File: src/rtl/calc_operand_sequencer.sv
// calc_operand_sequencer
//   Sequential front end of the 8-bit add/subtract calculator. It debounces
//   the enter button, captures operand A, then operand B together with the
//   operation select, and holds the two's-complement result and its signed
//   overflow flag for the signed-magnitude display stage.
//
// Ports
//   clk          system clock, rising edge
//   reset        synchronous, active-high
//   data_in[7:0] switch value (two's-complement operand)
//   op           0 = A+B, 1 = A-B
//   enter        raw push button (asynchronous, bouncy)
//   disp_value   registered value for the display stage
//   state[1:0]   00 LOAD_A, 01 LOAD_B, 10 SHOW_RESULT
//   overflow     signed overflow of the last computed result
//   result_valid high while in SHOW_RESULT
module calc_operand_sequencer #(
  parameter int unsigned DEBOUNCE_CYCLES = 4
) (
  input  logic       clk,
  input  logic       reset,
  input  logic [7:0] data_in,
  input  logic       op,
  input  logic       enter,
  output logic [7:0] disp_value,
  output logic [1:0] state,
  output logic       overflow,
  output logic       result_valid
);

  typedef enum logic [1:0] {
    LOAD_A      = 2'b00,
    LOAD_B      = 2'b01,
    SHOW_RESULT = 2'b10
  } state_t;

  // The counter reaching DEBOUNCE_CYCLES is the edge on which it would have
  // been incremented from DEBOUNCE_CYCLES-1.
  localparam logic [19:0] CNT_LAST = 20'(DEBOUNCE_CYCLES - 1);

  state_t      state_q, state_d;
  logic        sync1, sync2;
  logic        stable, stable_d;
  logic [19:0] cnt;
  logic        press;

  logic [7:0]  a_q;
  logic [7:0]  result_q;
  logic        overflow_q;

  logic [7:0]  alu_res;
  logic        alu_ovf;

  // ---------------- synchroniser + debouncer ----------------
  always_ff @(posedge clk) begin
    if (reset) begin
      sync1    <= 1'b0;
      sync2    <= 1'b0;
      stable   <= 1'b0;
      stable_d <= 1'b0;
      cnt      <= '0;
    end else begin
      sync1    <= enter;
      sync2    <= sync1;
      stable_d <= stable;
      if (sync2 == stable) begin
        cnt <= '0;
      end else if (cnt == CNT_LAST) begin
        stable <= sync2;
        cnt    <= '0;
      end else begin
        cnt <= cnt + 20'd1;
      end
    end
  end

  // One-cycle event on the accepted 0->1 transition only.
  assign press = stable & ~stable_d;

  // ---------------- ALU (operand B is data_in at the capture edge) -------
  always_comb begin
    alu_res = op ? (a_q - data_in) : (a_q + data_in);
    if (op)
      alu_ovf = (a_q[7] != data_in[7]) && (alu_res[7] != a_q[7]);
    else
      alu_ovf = (a_q[7] == data_in[7]) && (alu_res[7] != a_q[7]);
  end

  // ---------------- FSM ----------------
  always_ff @(posedge clk) begin
    if (reset) state_q <= LOAD_A;
    else       state_q <= state_d;
  end

  always_comb begin
    state_d = state_q;
    case (state_q)
      LOAD_A:      if (press) state_d = LOAD_B;
      LOAD_B:      if (press) state_d = SHOW_RESULT;
      SHOW_RESULT: if (press) state_d = LOAD_A;
      default:     state_d = LOAD_A;
    endcase
  end

  // ---------------- datapath / registered outputs ----------------
  // B and op are only consumed on the LOAD_B capture edge; result and
  // overflow hold everything needed afterwards, so they are not kept.
  always_ff @(posedge clk) begin
    if (reset) begin
      a_q          <= '0;
      result_q     <= '0;
      overflow_q   <= 1'b0;
      disp_value   <= '0;
      result_valid <= 1'b0;
    end else begin
      if (state_q == LOAD_A && press)
        a_q <= data_in;
      if (state_q == LOAD_B && press) begin
        result_q   <= alu_res;
        overflow_q <= alu_ovf;
      end
      if (state_q == SHOW_RESULT && press)
        overflow_q <= 1'b0;

      result_valid <= (state_d == SHOW_RESULT);

      // Look at the next state so the display switches on the same edge
      // as the state register.
      if (state_d == SHOW_RESULT)
        disp_value <= (state_q == LOAD_B) ? alu_res : result_q;
      else
        disp_value <= data_in;
    end
  end

  assign state    = state_q;
  assign overflow = overflow_q;

endmodule

File: config.mk
export PLATFORM = sky130hd
export DESIGN_NAME = calc_operand_sequencer
export DESIGN_NICKNAME = d
export VERILOG_FILES = /design/src/rtl/calc_operand_sequencer.sv
export SDC_FILE = /design/constraint.sdc
export NUM_CORES = 1
export LEC_CHECK = 0
export BUFFER_PORTS_ARGS = -buffer_cell sky130_fd_sc_hd__buf_2
export CAP_MARGIN = 20
export CELL_PAD_IN_SITES_DETAIL_PLACEMENT = 1
export CELL_PAD_IN_SITES_GLOBAL_PLACEMENT = 2
export CORE_ASPECT_RATIO = 1.4
export CORE_MARGIN = 3
export CORE_UTILIZATION = 31
export DETAILED_ROUTE_END_ITERATION = 12
export GPL_TIMING_DRIVEN = 0
export PLACE_DENSITY_LB_ADDON = 0.1
export SLEW_MARGIN = 20
export SYNTH_ARGS = -nofsm -noshare
export SYNTH_HDL_FRONTEND = slang
export SYNTH_SLANG_ARGS = --single-unit
File: constraint.sdc
create_clock -name clk -period 8.4 [get_ports clk]
set_input_delay 1.68 -clock clk [delete_from_list [all_inputs] [get_ports clk]]
set_output_delay 1.68 -clock clk [all_outputs]
set_load 0.01 [all_outputs]
# ---- Word level (Yosys, flattened, before mapping)
# Index checks and enable logic that the tools add are counted.
dict set report op_classes {
  n_mul 0
  n_reduce_logical 9
  n_mux 8
  n_eq_ne 8
  div 0
  add_sub_neg 3
  magnitude_cmp 0
  bitwise 3
  n_shift 0
}
# operator count
set ops {}
lappend ops {{two-way mux 8 bit} 3}
lappend ops {{adder 20 x 1 -> 20 bit, second input constant} 1}
lappend ops {{equality test 20 x 2 -> 1 bit, second input constant} 1}
lappend ops {{adder 8 bit} 1}
lappend ops {{subtractor 8 bit} 1}
lappend ops {{two-way mux 2 bit} 3}
lappend ops {{one-hot mux 2 bit (3 select lines)} 1}
lappend ops {{logical AND 1 bit} 5}
lappend ops {{equality test 2 bit, second input constant} 2}
lappend ops {{OR reduction 3 bit} 1}
lappend ops {{equality test 1 bit} 2}
lappend ops {{equality test 2 x 1 -> 1 bit, second input constant} 1}
lappend ops {{zero test 2 bit} 1}
lappend ops {{inequality test 1 bit} 2}
lappend ops {{inverter 1 bit} 2}
lappend ops {{AND reduction 2 bit} 1}
lappend ops {{OR reduction 2 bit} 1}
lappend ops {{bitwise AND 1 bit} 1}
lappend ops {{two-way mux 1 bit} 1}
dict set report word_totals {
  register_bits 52
  romBits 0
  latch_bits 0
  n_memories 0
  in_bits 12
  ram_bits 0
  output_inout_bits 12
  word_cells 42
}

# ---- Longest topological paths before layout
dict set report depth {
  depth_word 6
  ltp_mapped 10
  mapped_depth_nobuf 10
}

# ---- Worst setup path before layout
# OpenSTA, ideal clock, no wires.
dict set report synth_timing {
  path_kind {input-to-reg}
  start {input op}
  end {register disp_value[7]}
  setup_ns 0.086
  cell_stages 9
  t_arrival_ns 3.696
  required_time_ns 8.314
  setup_slack_ns 4.619
  path_buffers 1
  path_cell_list {clkbuf_1 mux2_2 inv_1 ha_1 nor2b_1 o31a_1 o41a_1 xnor2_1 a211oi_1}
}
dict set report synth_between {
  elab_chain_len 3
}
# item line_no
set synth_lines {}
lappend synth_lines {{start, declared} 23} ;# input logic op,
lappend synth_lines {{two-way mux 8 bit} 82} ;# alu_res = op ? (a_q - data_in) : (a_q + data_in);
lappend synth_lines {{two-way mux 8 bit} 130} ;# disp_value <= (state_q == LOAD_B) ? alu_res : result_q;
lappend synth_lines {{two-way mux 8 bit} 129} ;# if (state_d == SHOW_RESULT)
lappend synth_lines {{end signal, assigned} 130}
lappend synth_lines {{end signal, assigned} 132} ;# disp_value <= data_in;
lappend synth_lines {{end, declared} 25} ;# output logic [7:0] disp_value,
# No other way between the ends.
# A chain may end at the register's enable or synchronous reset.

# ---- Worst setup path after layout
dict set report layout_timing {
  start {input data_in[0]}
  end {register disp_value[6]}
}
dict set report layout_between {
  elab_chain_len 4
  word_cells_on_any_way 5
  classes_between {add/sub (2); mux (3)}
}
# item line_no
set layout_lines {}
lappend layout_lines {{start, declared} 22} ;# input logic [7:0] data_in,
lappend layout_lines {{adder 8 bit or subtractor 8 bit (tied branches)} 82}
lappend layout_lines {{two-way mux 8 bit *} 82}
lappend layout_lines {{two-way mux 8 bit *} 130}
lappend layout_lines {{two-way mux 8 bit *} 129}
# Mark *: on every way between the ends. The rest lies on a longest branch, timed or not.

==> impl_metrics.py <==
metrics = {
    "status": {
        "status": "finished clean",
    },
    "cells_and_area": {
        "syn2layout_area_growth_pct": 14.41,
        "antenna_cells": 0,
        "final_nets": 357,
        "design_area_sq_mm": 0.002990,
        "layout-drive-gt1-share": 0.1310,
    },
    "power": {
        "leak_pwr_nw": 1.118,
        "combinationalPowerShare": 0.085,
        "power_switching_w": 0.0001199,
        "clockPowerShare": 0.412,
        "worst_ir_drop_vdd_uv": 73.30,
        "p_int_w": 0.0003766,
        "power_switching_share": 0.2415,
        "totalPowerFinal_w": 0.0004965,
        "power-per-cell-area_mw_per_mm2": 166.0,
        "seq_power_share": 0.503,
    },
    "clock_network": {
        "cts_tree": "done",
        "cts_buffer_count": 5,
        "clock-sinks": 52,
        "h-tree-depth": 2,
        "clock_path_buffers": 2,
        "worst_setup_hold_path_clk_slew_ns": 0.07,
        "clk-insertion-delay-late_ns": 0.29,
        "cts_hold_buffers": 0,
        "cts.repair.resized": 0,
        "postCtsSetupBuffers": 0,
        "clock-root-buffer": "sky130_fd_sc_hd__clkbuf_16",
    },
    "timing": {
        "setup_repair_after_global_routing_missed_its_margin": "no",
        "setup-violations-final": 0,
        "worst_slew_margin_rel": 0.3775,
        "final.setup.tns_ns": 0,
        "max_freq_mhz": 260.3,
        "final-max-slew-violation-count": 0,
        "timing.hold.ws_ns": 0.4415,
        "worst_pin_slew_ns": 0.9267,
        "finClkSkew_ns": 0.005724,
        "finalHoldViolCount": 0,
        "layout_min_cycle_time_ns": 3.842,
        "period_share": 0.4574,
    },
    "yosys": {
        "main_combinational_cell_family_by_area_after_synthesis": "simple AND/OR/NAND/NOR gates",
        "number_of_synthesized_register_bits": 52,
        "synth_area_per_cell_sq_um": 8.514,
        "synth.largest_area_cell": "sky130_fd_sc_hd__dfxtp_1",
        "adder_cell_share_of_the_synthesized_area": 0.05074,
        "mappedNetlistNets": 329,
        "post_synth_xor_area_fraction": 0.1072,
        "synthMuxAreaShare": 0.008138,
        "synth.distinct_cells": 49,
        "synthDominantCellAreaShare": 0.3983,
        "synthesis.instances": 307,
        "seq_area_frac_synth": 0.3983,
        "synthSimpleGateAreaFrac": 0.2628,
        "ys.warnings.count": 0,
        "synthesis.area_sq_mm": 0.002614,
        "synth_compound_gate_area_share": 0.1292,
        "top_cells_by_area_in_the_synthesized_netlist": "sky130_fd_sc_hd__dfxtp_1, sky130_fd_sc_hd__xnor2_1, sky130_fd_sc_hd__nor2_1, sky130_fd_sc_hd__nand2_1, sky130_fd_sc_hd__ha_1",
    },
    "setup_path": {
        "critPathArrivalTime_ns": 4.02,
        "critPathRequiredTime_ns": 8.58,
        "startpoint_to_endpoint_class_of_the_critical_path": "in2reg",
        "timing.critical_path.fanout_max": 5,
        "ff2ff_setup_slack_ns": 6.17,
        "worst_setup_path_start_kind": "primary input",
        "worst_setup_path_end_kind": "flop",
    },
    "route": {
        "wl_um": 6533,
        "num_vias": 2172,
        "first_iter_violations": 39,
        "post_drt_via_cell_ratio": 4.959,
        "antenna_left": 0,
        "firstDrtPassIters": 4,
        "route.detailed.drc": 0,
        "routedWlPerCell_um": 14.92,
    },
    "place": {
        "numPortBuffers": 21,
        "globalplace.congestion": 0.7080,
        "post_dp_hpwl_um": 5152,
        "placed_area_sq_mm": 0.002846,
    },
    "flow_run": {
        "drv.max_cap_violation_count": 0,
    },
    "min_path": {
        "min-delay-path-class": "reg2reg",
    },
    "die": {
        "die_width_um": 83.61,
        "core-area_sq_mm": 0.008198,
        "pin_count": 24,
        "fp.dieArea_sq_mm": 0.009585,
        "die_h_um": 114.6,
        "initial_core_util": 0.3188,
        "placementRows": 39,
    },
    "grt": {
        "grt_overflow_total": 0,
        "grt_first_pass_wirelength_um": 10920,
        "groute.usage.overall": 0.1450,
        "grt_max_degree": 17,
        "grt_antenna_before_repair": 0,
        "grt_pass1_vias": 2209,
    },
}
cells in the mapped netlist (all sizes together):
master / instances
a21o: 1
nor3: 6
and2b: 2
a2111oi: 1
a21oi: 21
o41a: 1
and4bb: 1
nor2b: 6
a31oi: 3
xor2: 12
buf: 4
nor4: 4
and4: 1
o211a: 1
nand2b: 4
ha: 9
nand4: 6
nand3: 13
a221oi: 2
mux2i: 1
fa: 1
mux2: 1
inv: 14
nor2: 43
or3: 4
nand3b: 2
clkbuf: 7
and3: 6
a211oi: 8
dfxtp: 52
o31ai: 1
a311oi: 2
xnor2: 20
o31a: 1
nor4b: 1
o21a: 1
nand2: 35
o211ai: 1
o21ai: 6
o41ai: 1
nor3b: 1
through the flow:
step                      utilization  setup slack, ns  instances
after floorplan                     -            4.619        307
after global placement         0.3472            4.216        430
after detailed placement       0.3472            4.199        430
after CTS                      0.3648            4.506        438
after global routing           0.3648            4.311        438
final                          0.3648            4.558        438
sequential cells by signal, indices dropped and copies added (netlist names):
signal        flops
cnt              20
a_q               8
disp_value        8
result_q          8
state             2
overflow          1
result_valid      1
stable            1
stable_d          1
sync1             1
sync2             1
final timing paths:
| kind | from | to | cells after the start |
|---|---|---|---|
| worst min-delay path | sync1 | sync2 | 1 |
| worst max-delay path | data_in[0] | disp_value[6] | 10 |
| worst max register to register | a_q[0] | disp_value[6] | 8 |
| worst min register to register | sync1 | sync2 | 1 |
critical path: stages:
cell	delay (ns)
sky130_fd_sc_hd__buf_2	0.15
sky130_fd_sc_hd__inv_1	0.06
sky130_fd_sc_hd__ha_1	0.28
sky130_fd_sc_hd__mux2_2	0.29
sky130_fd_sc_hd__fa_1	0.44
sky130_fd_sc_hd__nor2b_1	0.13
sky130_fd_sc_hd__o21ai_1	0.12
sky130_fd_sc_hd__a2111oi_0	0.42
sky130_fd_sc_hd__a311oi_1	0.14
sky130_fd_sc_hd__a221oi_1	0.33
layout make-up:
cell class | instances | area, sq um
tap | 102 | 127.6
sequential | 52 | 1041
fill | 997 | 5207
clock inverter | 3 | 18.77
inverter | 14 | 52.55
clock buffer | 5 | 125.1
multi-input combinational | 230 | 1459
buffer | 11 | 61.31
timing repair buffer | 21 | 105.1
cell families (layout without fill, tap and decap cells):
| family | Yosys count | count (layout) |
|---|---|---|
| AND/OR/NAND/NOR | 135 | 135 |
| flip-flops | 52 | 52 |
| AO/OA/AOI/OAI | 51 | 51 |
| XOR/XNOR | 32 | 32 |
| buffers and inverters | 25 | 54 |
| adder cells (fa/ha/maj) | 10 | 10 |
| multiplexers | 2 | 2 |
routing by layer:
metal,global-route usage,routed length [um],up-vias
li1,-,-,1108
met1,0.1536,2715,1039
met2,0.2820,3582,19
met3,0.02664,133,6
met4,0.05258,101,0
met5,0,0,-
cell usage in the layout (no fill, tap or decap), types with 2 or more instances in the layout:
cell type	Yosys	routed
sky130_fd_sc_hd__a211oi_1	8	8
sky130_fd_sc_hd__a21oi_1	20	20
sky130_fd_sc_hd__a221oi_1	2	2
sky130_fd_sc_hd__a311oi_1	2	2
sky130_fd_sc_hd__a31oi_1	3	3
sky130_fd_sc_hd__and2b_1	2	2
sky130_fd_sc_hd__and3_1	6	6
sky130_fd_sc_hd__buf_2	1	22
sky130_fd_sc_hd__buf_6	2	2
sky130_fd_sc_hd__clkbuf_1	7	7
sky130_fd_sc_hd__clkbuf_16	0	5
sky130_fd_sc_hd__clkinv_2	0	2
sky130_fd_sc_hd__dfxtp_1	52	52
sky130_fd_sc_hd__ha_1	9	9
sky130_fd_sc_hd__inv_1	14	14
sky130_fd_sc_hd__nand2_1	35	35
sky130_fd_sc_hd__nand2b_1	4	4
sky130_fd_sc_hd__nand3_1	13	13
sky130_fd_sc_hd__nand3b_1	2	2
sky130_fd_sc_hd__nand4_1	5	5
sky130_fd_sc_hd__nor2_1	43	43
sky130_fd_sc_hd__nor2b_1	6	6
sky130_fd_sc_hd__nor3_1	5	5
sky130_fd_sc_hd__nor4_1	3	3
sky130_fd_sc_hd__o21ai_0	5	5
sky130_fd_sc_hd__or3_1	3	3
sky130_fd_sc_hd__xnor2_1	20	20
sky130_fd_sc_hd__xor2_1	12	12
power by group through the flow:
stage	Combinational, W	Clock [W]	Sequential, W
2_1_floorplan	0.0000276	0	0.000257
3_3_place_gp	0.0000429	0	0.000256
3_5_place_dp	0.0000434	0	0.000256
4_1_cts	0.0000435	0.000215	0.000250
5_1_grt	0.0000482	0.000224	0.000250
6_report	0.0000423	0.000204	0.000250
Note: power is estimated with default switching activity, not from simulation.
